`src/rtl/alu_exec_stage.sv`:
```
// ALU execute stage: computes one ALU operation per accepted input, holds the
// result in a two-entry elastic buffer (main + skid) and exposes it through a
// valid/ready handshake.  Also keeps retired-operation and illegal-op counters.

package alu_exec_pkg;
  localparam logic [4:0] OPADD  = 5'h00;
  localparam logic [4:0] OPSUB  = 5'h01;
  localparam logic [4:0] OPAND  = 5'h02;
  localparam logic [4:0] OPOR   = 5'h03;
  localparam logic [4:0] OPSLT  = 5'h04;
  localparam logic [4:0] OPNULL = 5'h1F;
endpackage

module alu_exec_stage
  import alu_exec_pkg::*;
#(
  parameter int DATA_W = 32,
  parameter int CNT_W  = 16
) (
  input  logic              clk,
  input  logic              rst_n,
  input  logic              flush,
  input  logic              in_valid,
  output logic              in_ready,
  input  logic [4:0]        in_alu_ctrl,
  input  logic [DATA_W-1:0] in_a,
  input  logic [DATA_W-1:0] in_b,
  input  logic [4:0]        in_rd,
  output logic              out_valid,
  input  logic              out_ready,
  output logic [DATA_W-1:0] out_result,
  output logic              out_zero,
  output logic [4:0]        out_rd,
  output logic              out_illegal,
  output logic [CNT_W-1:0]  retired_cnt,
  output logic [7:0]        illegal_cnt
);

  typedef enum logic [1:0] {EMPTY, ONE, TWO} state_t;

  typedef struct packed {
    logic [DATA_W-1:0] result;
    logic              zero;
    logic              illegal;
    logic [4:0]        rd;
  } entry_t;

  state_t state;
  entry_t main_q;
  entry_t skid_q;
  entry_t new_entry;
  logic   in_xfer;
  logic   out_xfer;

  assign in_xfer  = in_valid & in_ready;
  assign out_xfer = out_valid & out_ready;

  // ALU: evaluate the incoming operation so it can be captured at acceptance.
  always_comb begin
    // NOTE: every output of a combinational block gets a default first, so
    // no code path leaves it unassigned and no latch is inferred.
    new_entry    = '0;
    new_entry.rd = in_rd;
    unique case (in_alu_ctrl)
      OPADD:   new_entry.result = in_a + in_b;
      OPSUB:   new_entry.result = in_a - in_b;
      OPAND:   new_entry.result = in_a & in_b;
      OPOR:    new_entry.result = in_a | in_b;
      OPSLT:   new_entry.result = {{(DATA_W-1){1'b0}}, ($signed(in_a) < $signed(in_b))};
      default: new_entry.illegal = 1'b1;
    endcase
    new_entry.zero = (new_entry.result == '0);
  end

  // Buffer state machine: EMPTY/ONE/TWO occupancy with registered handshakes.
  always_ff @(posedge clk or negedge rst_n) begin
    if (!rst_n) begin
      // NOTE: the payload registers are reset too, because the outputs must
      // read zero while reset is held, not just be marked invalid.
      state     <= EMPTY;
      main_q    <= '0;
      skid_q    <= '0;
      out_valid <= 1'b0;
      in_ready  <= 1'b0;
    end else if (flush) begin
      state     <= EMPTY;
      out_valid <= 1'b0;
      in_ready  <= 1'b1;
    end else begin
      // NOTE: state registers use non-blocking assignments so every register
      // samples the pre-edge values regardless of statement order.
      unique case (state)
        EMPTY: begin
          if (in_xfer) begin
            main_q    <= new_entry;
            state     <= ONE;
            out_valid <= 1'b1;
          end
          in_ready <= 1'b1;
        end
        ONE: begin
          if (in_xfer && !out_xfer) begin
            skid_q   <= new_entry;
            state    <= TWO;
            in_ready <= 1'b0;
          end else if (!in_xfer && out_xfer) begin
            state     <= EMPTY;
            out_valid <= 1'b0;
            in_ready  <= 1'b1;
          end else begin
            if (in_xfer) main_q <= new_entry;
            in_ready <= 1'b1;
          end
        end
        TWO: begin
          if (out_xfer) begin
            main_q   <= skid_q;
            state    <= ONE;
            in_ready <= 1'b1;
          end
        end
        default: begin
          state     <= EMPTY;
          out_valid <= 1'b0;
          in_ready  <= 1'b1;
        end
      endcase
    end
  end

  // Counters: retired wraps, illegal saturates; a flush cycle counts nothing.
  always_ff @(posedge clk or negedge rst_n) begin
    if (!rst_n) begin
      retired_cnt <= '0;
      illegal_cnt <= '0;
    end else if (!flush) begin
      if (out_xfer) retired_cnt <= retired_cnt + CNT_W'(1);
      if (in_xfer && new_entry.illegal && illegal_cnt != 8'hFF)
        illegal_cnt <= illegal_cnt + 8'd1;
    end
  end

  assign out_result  = main_q.result;
  assign out_zero    = main_q.zero;
  assign out_rd      = main_q.rd;
  assign out_illegal = main_q.illegal;

endmodule

```
`config.mk`:
```
export PLATFORM = sky130hd
export DESIGN_NAME = alu_exec_stage
export DESIGN_NICKNAME = d
export VERILOG_FILES = /design/src/rtl/alu_exec_stage.sv
export SDC_FILE = /design/constraint.sdc
export NUM_CORES = 1
export LEC_CHECK = 0
export BUFFER_PORTS_ARGS = -buffer_cell sky130_fd_sc_hd__buf_2
export CORE_MARGIN = 4
export CORE_UTILIZATION = 36
export DETAILED_ROUTE_END_ITERATION = 8
export SLEW_MARGIN = 5
export SYNTH_ARGS = -nofsm -noshare
export SYNTH_HDL_FRONTEND = slang
export SYNTH_SLANG_ARGS = --single-unit
```
`constraint.sdc`:
```
create_clock -name clk -period 2.5 [get_ports clk]
set_input_delay 0.5 -clock clk [delete_from_list [all_inputs] [get_ports clk]]
set_output_delay 0.5 -clock clk [all_outputs]
set_load 0.005 [all_outputs]
```
==> metrics.txt <==
crit-path max cell delay=0.56 ns; CP Capture Type=flip-flop; f_max=288 MHz; DR iter-0 viols=897; multiplexer share of the synthesized area=0.0459; status=complete, but fails checks; Netlist Area Pre-Place=10,200 um^2; largest family of logic cells by synthesized area=compound AO/OA/AOI/OAI gates; Synth cell types=88; Core Box Area=27,900 um^2; num ports=144; Die Height=176 um; Routability Congestion=0.988; CTS Buf Count=9; power density cells=440 nW/um^2; Via density=5.34; worst reg2reg path depth=9; H-Tree Depth=3; clk sinks=106; FF+latch count, synth=106; count leader, synth=nand2_1; vias=11,799; syn_area_per_cell=8.02 um^2; worst rel slew slack=0.504; register area share after synthesis=0.261; ordered list of cells on the worst path=buf_12 -> inv_12 -> ha_4 -> fa_2 -> o21bai_4 -> and3_4 -> o211ai_1 -> and3_4 -> o2bb2ai_4 -> a221o_1 -> a221o_1 -> or4_4 -> nor4_4 -> nand4_1 -> o31ai_2; Post-DRT Antenna Nets=0; VDD IR max=301 uV; CP Data Arrival Time=3.73 ns; P&R area growth vs syn=69.2%; max-cap check violation count=0; Die Span X=176 um; LEAKAGE=8.23 nW; Worst-path clk slew=0.07 ns; worst setup path class=primary input to flip-flop; Tot GR Track Use=0.235; post-synthesis adder-cell area fraction=0.138; Synth Flop Type=dfrtp_1; layout cell share with drive strength beyond 1=0.508; Critical Path Fanout Max=3; row cnt=61; fin crit share=1.39; Initial Util=0.365; Slowest cell on crit path=or4_4; ys async rst share=1.00; cell taking the most area after synthesis=dfrtp_1; CTS root buffer=clkbuf_16; failing checks=setup timing; port bufs=143; Synth Area in Simple Gates=0.179; Final setup viols=40; RSZ-0062 raised after global routing=true; first-pass GRT wire length=60,000 um; drt total wl=38,200 um; top area cells in the synthesized netlist=dfrtp_1 26%, ha_1 13%, a21oi_1 5.1%; fraction of the mapped netlist area in compound gates=0.273; min-delay worst type=primary input to async pin; drt wl/cell=17.3 um; fin nets=2,019; synth cell count leaders=123 x nand2_1, 116 x nor2_1, 109 x ha_1; vias in the first global route=11,703; Min Clock Period, post-route=3.47 ns; Yosys warning count=0; 1st-pass router iterations=5; worst-margin pin slew=0.735 ns; worst clock skew=0.00399 ns; hold_ws=0.0856 ns; antenna cells=0; Final Slew Violations=0; Post-synth EDFFs=0; critical path launch point type=primary input; Synth Instances=1,268; clock latency at the later pin of the worst-skew pair=0.34 ns; FILL cells=2,297; final hold vios=0; dpl ws=-1.38 ns; Max Buffers Root-to-Sink=2; detailed-placement wirelength estimate=29,800 um; grt ovf=0; XOR/XNOR Fraction of Synth Area=0.0344; largest net degree at the start of global routing=60; Synth Net Count=1,458; setup ws final=-0.971 ns; top-area cell type share of the netlist area=0.261; die area=31,000 um^2; CTS tree=yes; Crit path required time=2.75 ns; antenna violations before repair=1; DRC Markers=0
[report_power, final]
group	internal (W)	switching [W]	leakage [nW]	total, W
clock network	0.000852	0.000590	0.152	0.00144
logic	0.00192	0.00186	6.68	0.00378
registers	0.00210	0.000263	1.40	0.00236
total	0.00487	0.00271	8.23	0.00758
[final timing paths]
check                                start               to  slack [ns]
setup / recovery                   in_a[0]         out_zero       -0.97
hold / removal                       rst_n   illegal_cnt[4]        0.09
setup reg to reg                  in_ready   out_result[12]        0.32
hold reg to reg            retired_cnt[15]  retired_cnt[15]        0.47
max in group asynchronous            rst_n   out_result[30]        1.81
min in group clk                     flush        out_valid        0.40
[state kept, by name, indices dropped and copies added, names as in the netlist]
| register | count |
|---|---|
| skid_q | 39 |
| out_result | 32 |
| retired_cnt | 16 |
| illegal_cnt | 8 |
| out_rd | 5 |
| state | 2 |
| in_ready | 1 |
| out_illegal | 1 |
| out_valid | 1 |
| out_zero | 1 |
[cells by family after synthesis]
group,count (synthesis)
AND/OR/NAND/NOR,384
multiplexers,44
XOR/XNOR,40
buffers and inverters,170
adder cells (fa/ha/maj),111
AO/OA/AOI/OAI,413
flip-flops,106
[metal layers]
metal | wire, um | part of all wire | GRT usage
met5 | 11 | 0.00029 | 0
met4 | 784 | 0.021 | 0.0608
met3 | 2410 | 0.063 | 0.0236
met2 | 17900 | 0.47 | 0.393
met1 | 17100 | 0.45 | 0.328
[cell type report]
class | count | area [um^2] | area share
clock buffers | 13 | 270 | 0.0157
clock inverters | 2 | 35.0 | 0.00203
flip-flops and latches | 106 | 2650 | 0.154
inverters | 99 | 444 | 0.0258
repair buffers | 621 | 4840 | 0.281
well taps | 378 | 473 | 0.0275
multi-input cells | 992 | 8500 | 0.494
[worst max-delay path: cells and delay by family]
| kind | cells | cell delay (ns) |
|---|---|---|
| AO/OA/AOI/OAI | 6 | 1.29 |
| adder cells (fa/ha/maj) | 2 | 0.51 |
| AND/OR/NAND/NOR | 5 | 1.29 |
| buffers and inverters | 2 | 0.13 |
[per-stage QoR]
stage | utilization | area (um^2) | setup TNS [ns] | std cells | power (W)
CTS | 0.591 | 16500 | -11.47 | 2197 | 0.00730
finish | 0.618 | 17200 | -12.69 | 2211 | 0.00758
global route | 0.618 | 17200 | -16.68 | 2211 | 0.00802
detailed placement | 0.530 | 14800 | -40.00 | 2138 | 0.00546
global placement | 0.530 | 14800 | -38.46 | 2138 | 0.00538
floorplan | - | 10700 | -6.73 | 1268 | 0.00390
[timing repair]
| item | in CTS | in global routing |
|---|---|---|
| buffers inserted | 48 | 28 |
| pin swaps | 64 | 77 |
| hold buffers | 0 | 0 |
| resized for setup | 245 | 157 |
| endpoints found under the setup margin | 55 | 53 |
[placed cells by master, fill, tap and decap left out, types with 22 or more instances in the layout]
master     n
xnor2_1   28
buf_6     70
ha_4      23
inv_1     61
buf_4    410
nor2_1    95
dfrtp_1  106
buf_2    120
mux2i_1   22
nand3_1   23
o21ai_1   25
o21ai_0   66
a21oi_1   68
a21oi_2   27
nand2_1  117
ha_1      80
Note: power is estimated with default switching activity, not from simulation.
